### src/rtl/bomberman_gfx_pkg.sv
`default_nettype none
// ============================================================================
// Module      : bomberman_gfx_pkg
// Description : Shared graphics types and constants for the sprite
//               compositor. Holds the sprite position record, the 16-entry
//               24-bit palette and the background gradient helper.
// Revision    : 1.0 - initial release
// ============================================================================
package bomberman_gfx_pkg;

    // Storage width for sprite coordinates. Instances with a narrower
    // COORD_W zero-extend into this width, so the unused upper bits stay
    // constant zero and synthesis removes them.
    localparam int c_COORD_MAX_W = 16;

    typedef struct packed {
        logic [c_COORD_MAX_W-1:0] x;
        logic [c_COORD_MAX_W-1:0] y;
        logic                     vis;
    } sprite_pos_t;

    // Palette: index -> {R, G, B}
    localparam logic [23:0] PALETTE [16] = '{
        24'h000000, 24'hFFFFFF, 24'hFF0000, 24'h00FF00,
        24'h0000FF, 24'hFFFF00, 24'hFF00FF, 24'h00FFFF,
        24'h808080, 24'hC0C0C0, 24'h800000, 24'h008000,
        24'h000080, 24'hFF8000, 24'h804000, 24'h404040
    };

    // Background blue channel. col is DrawX/8 already truncated to 7 bits;
    // the subtraction wraps modulo 128, matching the 7-bit truncation.
    function automatic logic [7:0] bg_blue(input logic [6:0] col);
        logic [6:0] v_blue;
        v_blue = 7'h7F - col;
        return {1'b0, v_blue};
    endfunction

endpackage
`default_nettype wire

### src/rtl/sprite_pos_regs.sv
`default_nettype none
// ============================================================================
// Module      : sprite_pos_regs
// Description : Double-buffered sprite position/visibility register file.
//               Writes land in the shadow bank; frame_start copies the whole
//               shadow bank into the active bank in one cycle. A write in the
//               same cycle as frame_start is not seen by the copy.
// Ports       : clk, rst          - clock, async active-high reset
//               i_wr_en/i_wr_idx  - shadow write strobe and sprite index
//               i_wr_x/y/vis      - shadow write data
//               i_frame_start     - shadow -> active copy pulse
//               o_active          - active bank, feeds the hit test
// Revision    : 1.0 - initial release
// ============================================================================
module sprite_pos_regs
    import bomberman_gfx_pkg::*;
#(
    parameter int NUM_SPRITES = 4,
    parameter int COORD_W     = 10,
    parameter int IDX_W       = 2
) (
    input  logic               clk,
    input  logic               rst,
    input  logic               i_wr_en,
    input  logic [IDX_W-1:0]   i_wr_idx,
    input  logic [COORD_W-1:0] i_wr_x,
    input  logic [COORD_W-1:0] i_wr_y,
    input  logic               i_wr_vis,
    input  logic               i_frame_start,
    output sprite_pos_t        o_active [NUM_SPRITES]
);

    sprite_pos_t r_shadow [NUM_SPRITES];
    sprite_pos_t r_active [NUM_SPRITES];
    sprite_pos_t w_wr_entry;

    always_comb begin
        w_wr_entry     = '0;
        w_wr_entry.x   = c_COORD_MAX_W'(i_wr_x);
        w_wr_entry.y   = c_COORD_MAX_W'(i_wr_y);
        w_wr_entry.vis = i_wr_vis;
    end

    // Indices >= NUM_SPRITES never match any entry, so such writes drop.
    always_ff @(posedge clk or posedge rst) begin
        if (rst) begin
            for (int i = 0; i < NUM_SPRITES; i++) begin
                r_shadow[i] <= '0;
                r_active[i] <= '0;
            end
        end else begin
            for (int i = 0; i < NUM_SPRITES; i++) begin
                if (i_frame_start) begin
                    r_active[i] <= r_shadow[i];
                end
                if (i_wr_en && (i_wr_idx == IDX_W'(i))) begin
                    r_shadow[i] <= w_wr_entry;
                end
            end
        end
    end

    assign o_active = r_active;

endmodule
`default_nettype wire

### src/rtl/sprite_compositor.sv
`default_nettype none
// ============================================================================
// Module      : sprite_compositor
// Description : Three-stage sprite compositor. Stage 1 hit-tests the current
//               pixel against all active sprites (lowest index wins) and
//               registers the ROM address; stage 2 waits for the registered
//               ROM read; stage 3 maps the palette index to RGB or falls back
//               to the background gradient. One pixel per cycle, latency 3.
// Config      : SPRITE_TRANSPARENCY_EN - when defined, palette index 0 is
//               transparent and shows the background.
// Ports       : Clk, Reset                  - clock, async active-high reset
//               wr_en/wr_idx/wr_x/wr_y/wr_vis - shadow sprite write
//               frame_start                 - shadow -> active bank copy
//               DrawX, DrawY, pix_valid_in  - pixel from the VGA controller
//               rom_addr, rom_data          - shared sprite ROM port
//               Red, Green, Blue            - registered pixel colour
//               pix_valid_out, sprite_hit, hit_id - output pixel status
// Revision    : 1.0 - initial release
// ============================================================================
module sprite_compositor
    import bomberman_gfx_pkg::*;
#(
    parameter int NUM_SPRITES = 4,
    parameter int SPRITE_W    = 8,
    parameter int SPRITE_H    = 8,
    parameter int COORD_W     = 10,
    parameter int PIX_W       = 4,
    localparam int IDX_W  = (NUM_SPRITES > 1) ? $clog2(NUM_SPRITES) : 1,
    localparam int COL_W  = $clog2(SPRITE_W),
    localparam int ROW_W  = $clog2(SPRITE_H),
    localparam int ADDR_W = IDX_W + ROW_W + COL_W
) (
    input  logic               Clk,
    input  logic               Reset,
    input  logic               wr_en,
    input  logic [IDX_W-1:0]   wr_idx,
    input  logic [COORD_W-1:0] wr_x,
    input  logic [COORD_W-1:0] wr_y,
    input  logic               wr_vis,
    input  logic               frame_start,
    input  logic [COORD_W-1:0] DrawX,
    input  logic [COORD_W-1:0] DrawY,
    input  logic               pix_valid_in,
    output logic [ADDR_W-1:0]  rom_addr,
    input  logic [PIX_W-1:0]   rom_data,
    output logic [7:0]         Red,
    output logic [7:0]         Green,
    output logic [7:0]         Blue,
    output logic               pix_valid_out,
    output logic               sprite_hit,
    output logic [IDX_W-1:0]   hit_id
);

    // One extra bit over the storage width so a pixel left of / above the
    // sprite yields a huge unsigned difference and can never wrap into range.
    localparam int                c_DIFF_W     = c_COORD_MAX_W + 1;
    localparam logic [c_DIFF_W-1:0] c_SPRITE_W_D = c_DIFF_W'(SPRITE_W);
    localparam logic [c_DIFF_W-1:0] c_SPRITE_H_D = c_DIFF_W'(SPRITE_H);

    sprite_pos_t w_active [NUM_SPRITES];

    sprite_pos_regs #(
        .NUM_SPRITES (NUM_SPRITES),
        .COORD_W     (COORD_W),
        .IDX_W       (IDX_W)
    ) u_pos_regs (
        .clk           (Clk),
        .rst           (Reset),
        .i_wr_en       (wr_en),
        .i_wr_idx      (wr_idx),
        .i_wr_x        (wr_x),
        .i_wr_y        (wr_y),
        .i_wr_vis      (wr_vis),
        .i_frame_start (frame_start),
        .o_active      (w_active)
    );

    // ------------------------------------------------------------------
    // Stage 1: hit test. Scanning from the highest index down lets the
    // lowest hitting index overwrite the result last.
    // ------------------------------------------------------------------
    logic [c_DIFF_W-1:0] w_dx;
    logic [c_DIFF_W-1:0] w_dy;
    logic                w_hit;
    logic [IDX_W-1:0]    w_id;
    logic [COL_W-1:0]    w_col;
    logic [ROW_W-1:0]    w_row;
    logic [6:0]          w_bg_col;

    always_comb begin
        w_dx  = '0;
        w_dy  = '0;
        w_hit = 1'b0;
        w_id  = '0;
        w_col = '0;
        w_row = '0;
        for (int i = NUM_SPRITES - 1; i >= 0; i--) begin
            w_dx = {1'b0, c_COORD_MAX_W'(DrawX)} - {1'b0, w_active[i].x};
            w_dy = {1'b0, c_COORD_MAX_W'(DrawY)} - {1'b0, w_active[i].y};
            if (pix_valid_in && w_active[i].vis &&
                (w_dx < c_SPRITE_W_D) && (w_dy < c_SPRITE_H_D)) begin
                w_hit = 1'b1;
                w_id  = IDX_W'(i);
                w_col = w_dx[COL_W-1:0];
                w_row = w_dy[ROW_W-1:0];
            end
        end
    end

    // Only the 7 bits of DrawX/8 that reach the gradient are carried down.
    assign w_bg_col = 7'(DrawX >> 3);

    logic             r_s1_valid;
    logic             r_s1_hit;
    logic [IDX_W-1:0] r_s1_id;
    logic [6:0]       r_s1_col;

    always_ff @(posedge Clk or posedge Reset) begin
        if (Reset) begin
            r_s1_valid <= 1'b0;
            r_s1_hit   <= 1'b0;
            r_s1_id    <= '0;
            r_s1_col   <= '0;
            rom_addr   <= '0;
        end else begin
            r_s1_valid <= pix_valid_in;
            r_s1_hit   <= w_hit;
            r_s1_id    <= w_id;
            r_s1_col   <= w_bg_col;
            rom_addr   <= w_hit ? {w_id, w_row, w_col} : '0;
        end
    end

    // ------------------------------------------------------------------
    // Stage 2: align pixel status with the registered ROM read.
    // ------------------------------------------------------------------
    logic             r_s2_valid;
    logic             r_s2_hit;
    logic [IDX_W-1:0] r_s2_id;
    logic [6:0]       r_s2_col;

    always_ff @(posedge Clk or posedge Reset) begin
        if (Reset) begin
            r_s2_valid <= 1'b0;
            r_s2_hit   <= 1'b0;
            r_s2_id    <= '0;
            r_s2_col   <= '0;
        end else begin
            r_s2_valid <= r_s1_valid;
            r_s2_hit   <= r_s1_hit;
            r_s2_id    <= r_s1_id;
            r_s2_col   <= r_s1_col;
        end
    end

    // ------------------------------------------------------------------
    // Stage 3: colour resolve.
    // ------------------------------------------------------------------
    logic       w_opaque;
    logic       w_show;
    logic [3:0] w_pal_idx;

`ifdef SPRITE_TRANSPARENCY_EN
    // A transparent pixel falls straight to the background; lower-priority
    // sprites are not re-read since only one ROM access exists per pixel.
    assign w_opaque = (rom_data != '0);
`else
    assign w_opaque = 1'b1;
`endif

    assign w_show    = r_s2_hit && w_opaque;
    assign w_pal_idx = 4'(rom_data);

    always_ff @(posedge Clk or posedge Reset) begin
        if (Reset) begin
            Red           <= '0;
            Green         <= '0;
            Blue          <= '0;
            pix_valid_out <= 1'b0;
            sprite_hit    <= 1'b0;
            hit_id        <= '0;
        end else begin
            pix_valid_out <= r_s2_valid;
            if (!r_s2_valid) begin
                Red        <= '0;
                Green      <= '0;
                Blue       <= '0;
                sprite_hit <= 1'b0;
                hit_id     <= '0;
            end else if (w_show) begin
                {Red, Green, Blue} <= PALETTE[w_pal_idx];
                sprite_hit         <= 1'b1;
                hit_id             <= r_s2_id;
            end else begin
                Red        <= '0;
                Green      <= '0;
                Blue       <= bg_blue(r_s2_col);
                sprite_hit <= 1'b0;
                hit_id     <= '0;
            end
        end
    end

endmodule
`default_nettype wire

### config.mk
export PLATFORM = sky130hd
export DESIGN_NAME = sprite_compositor
export DESIGN_NICKNAME = d
export VERILOG_FILES = /design/src/rtl/bomberman_gfx_pkg.sv /design/src/rtl/sprite_pos_regs.sv /design/src/rtl/sprite_compositor.sv
export SDC_FILE = /design/constraint.sdc
export NUM_CORES = 1
export LEC_CHECK = 0
export ABC_AREA = 1
export BUFFER_PORTS_ARGS = -buffer_cell sky130_fd_sc_hd__buf_2
export CAP_MARGIN = 20
export CORE_MARGIN = 5
export CORE_UTILIZATION = 58
export CTS_CLUSTER_SIZE = 25
export DETAILED_ROUTE_END_ITERATION = 6
export PLACE_DENSITY_LB_ADDON = 0.3
export SYNTH_ARGS = -nofsm -noshare
export SYNTH_HDL_FRONTEND = slang
export SYNTH_SLANG_ARGS = --single-unit
### constraint.sdc
create_clock -name Clk -period 18.8 [get_ports Clk]
set_input_delay 1.88 -clock Clk [delete_from_list [all_inputs] [get_ports Clk]]
set_output_delay 1.88 -clock Clk [all_outputs]
set_load 0.01 [all_outputs]
==> run metrics <==
Clock Skews=approximately 17 ps; Routability Congestion=~0.95; Synth warnings=0; CP top delay family=simple AND/OR/NAND/NOR gates; buffer count from post-CTS setup fixing=0; Post-CTS Hold Buffers=0; Min-Delay Path Class=flip-flop to flip-flop; Nets=around 1800; M3 GR Usage=about 3.6%; I/O pin total=just under 90; kind of critical path=primary input to flip-flop; min cycle time layout=about 3900 ps; die area=0.02455 sq mm; Max Cap Violations=0; Mapped Nets=about 1800; area of the multi-input gates=roughly 0.0059 sq mm; fin crit share=around 20%; DRT Pass-1 Iters=5; share of cells above drive strength 1=10.52%; ANT nets after route=0; root buf cell=clkbuf_16; Hold Path Origin=r_s1_col[3]; crit path buf inv count=3; CP max stage delay=400 ps; total core area=roughly 0.021 sq mm; DRC Markers=0; Placed Instances=a little under 2000; Hold Fails Final Rpt=0; Worst setup EP type=flip-flop; Global Route Usage Sum=a little over a quarter; Initial DRC Count=roughly 830; met1 usage=36.55%; clk sinks=approximately 220; Reg-to-Reg Start=u_pos_regs.o_active[34]; post-synthesis sequential area ratio=~43%; hold slack=approximately 350 ps; Rel. slew slack=about a third; post-synthesis cell count=roughly 1600; Critical Path RT=between 15000 and 20000 ps; initial antenna violation count=0; crit path cell chain=buf_2 -> inv_1 -> ha_1 -> inv_1 -> fa_1 -> nand3_1 -> nand2_1 -> nand2_1 -> nand2_1 -> nand2_1 -> nand2_1 -> nor2_1 -> nand2_1 -> nor3_1 -> nand2_1 -> nand3_1 -> nand2_1 -> a21oi_1 -> nor2_1; Post-synth EDFFs=0; RSZ-0062 raised after global routing=no; H-tree levels=1; Clock Pin Slew Worst Setup and Hold Paths=~60 ps; Synth async-reset ratio=100.0%; fin. max-slew vios=0; vias after detailed routing=about 11000; vias in the first global route=between 10000 and 15000; Slew @ Worst Pin=around 980 ps; Setup crit start=DrawY[0]; setup TNS=0 ps; Die W=~160 microns; library cells used by synthesis=39; Slowest-stage cell, CP=fa_1; TritonCTS clock tree=yes; VDD IR max=87.40 uV; Critical Path AT=4270 ps; clock tree buffer depth=3; Area Growth Syn to Fin=11.62%; top-count cell post-synth=nand2_1; Synth area leaders=dfrtp_1 (43%), nand2_1 (15%), ha_1 (8.6%); worst-path fanout max=7; post-DR wirelength/cell=15.89 microns; pwr dens=a little over 100 mW/mm^2; Total Wirelength=31420 microns; Layout Cells excl Fill=approximately 2000; Post-Place Worst Slack=14470 ps; largest net degree at the start of global routing=138; Via density=about 5.4; first-pass GRT wire length=51780 microns; Synth Flop Type=dfrtp_1; DIE HEIGHT=approximately 160 microns; fmax=between 200 and 300 MHz; Post-Syn Area per Cell=between 7 and 8 sq um; FF+latch area=roughly 0.0054 sq mm; Seq cells post-synth=~220; Yosys top cell area share=43.31%; status=completed; CP most frequent cell=nand2_1; final worst setup slack=~15000 ps; largest area contributor in the netlist=dfrtp_1; Mapped Area=roughly 0.012 sq mm; met2 usage=a little over two fifths; cell row count=53; GRT Max-Usage Layer=met2; crit start category=primary input; worst skew pair latency=510 ps; Detail Placement HPWL=23720 microns; cts bufs inserted=22; port buffer count=87; P_leak=between 7 and 8 nW; synth cell count leaders=nand2_1 (483), inv_1 (253), dfrtp_1 (216), o21ai_0 (174), nand3_1 (90); grt ovf=0; Post-CTS Resized=0; Finish-stage setup viols=0; fill cell count=around 1800; Starting Density=59.18%; ant diodes=0
flip-flops by register name (all words and copies together) (netlist names):
register,count
r_s2_id,2
r_s2_hit,1
rom_addr,8
u_pos_regs.o_active,84
r_s1_id,2
r_s1_hit,1
Green,3
r_s1_valid,1
r_s2_valid,1
r_s1_col,7
sprite_hit,1
r_s2_col,7
u_pos_regs.r_shadow,84
Blue,8
pix_valid_out,1
hit_id,2
Red,3
layout make-up:
type / count / share of cell area, %
clock buffer: 30 / 4.752
clock inverter: 10 / 1.006
inverter: 258 / 7.006
multi-input combinational: 1094 / 42.30
sequential: 216 / 38.80
tap: 275 / 2.470
timing repair buffer: 94 / 3.665
through the flow:
step	util [%]	area, sq um	power (mW)
finish	66.06	13930	1.438
global placement	62.12	13100	0.9550
global route	66.06	13930	1.530
detailed placement	62.12	13100	0.9641
floorplan	-	12480	0.8534
CTS	65.93	13900	1.443
where the power goes:
group	switching (mW)	internal (mW)
Sequential	0.0280	0.526
Combinational	0.269	0.140
Clock	0.185	0.289
final timing paths:
check                                            to  slack, ps  cells after the start
max                                     rom_addr[4]      14930                     19
min                                     r_s2_col[3]        350                      0
max reg2reg                             rom_addr[4]      16170                     16
min reg2reg                             r_s2_col[3]        350                      0
max in group asynchronous  u_pos_regs.o_active[124]      16190                      4
min in group asynchronous  u_pos_regs.o_active[108]       1510                      2
placed cells by master, fill, tap and decap left out, drive strengths merged, types with 4 or more instances in the layout:
master	count
nand2	490
inv	259
dfrtp	216
o21ai	176
nand3	94
buf	94
nor2	92
ha	86
a21oi	56
clkbuf	30
nand4	27
nand3b	12
mux2	12
xor2	8
fa	8
o21bai	7
nor3	6
xnor2	4
clkinv	4
kinds of logic (layout without fill, tap and decap cells):
kind of cell / Yosys count / in the layout / synth area share, %
AO/OA/AOI/OAI: 250 / 250 / 10.49
buffers and inverters: 303 / 392 / 9.475
adder cells (fa/ha/maj): 94 / 94 / 9.906
flip-flops: 216 / 216 / 43.31
multiplexers: 12 / 12 / 1.083
AND/OR/NAND/NOR: 726 / 726 / 24.89
XOR/XNOR: 12 / 12 / 0.8422
per-layer routing:
metal / up-vias / share of wire, %
li1: 5246 / -
met1: 5022 / 45
met2: 302 / 47
met3: 61 / 6.5
met4: 0 / 2.2
met5: - / 0
Power figures use the tool's default switching activity.
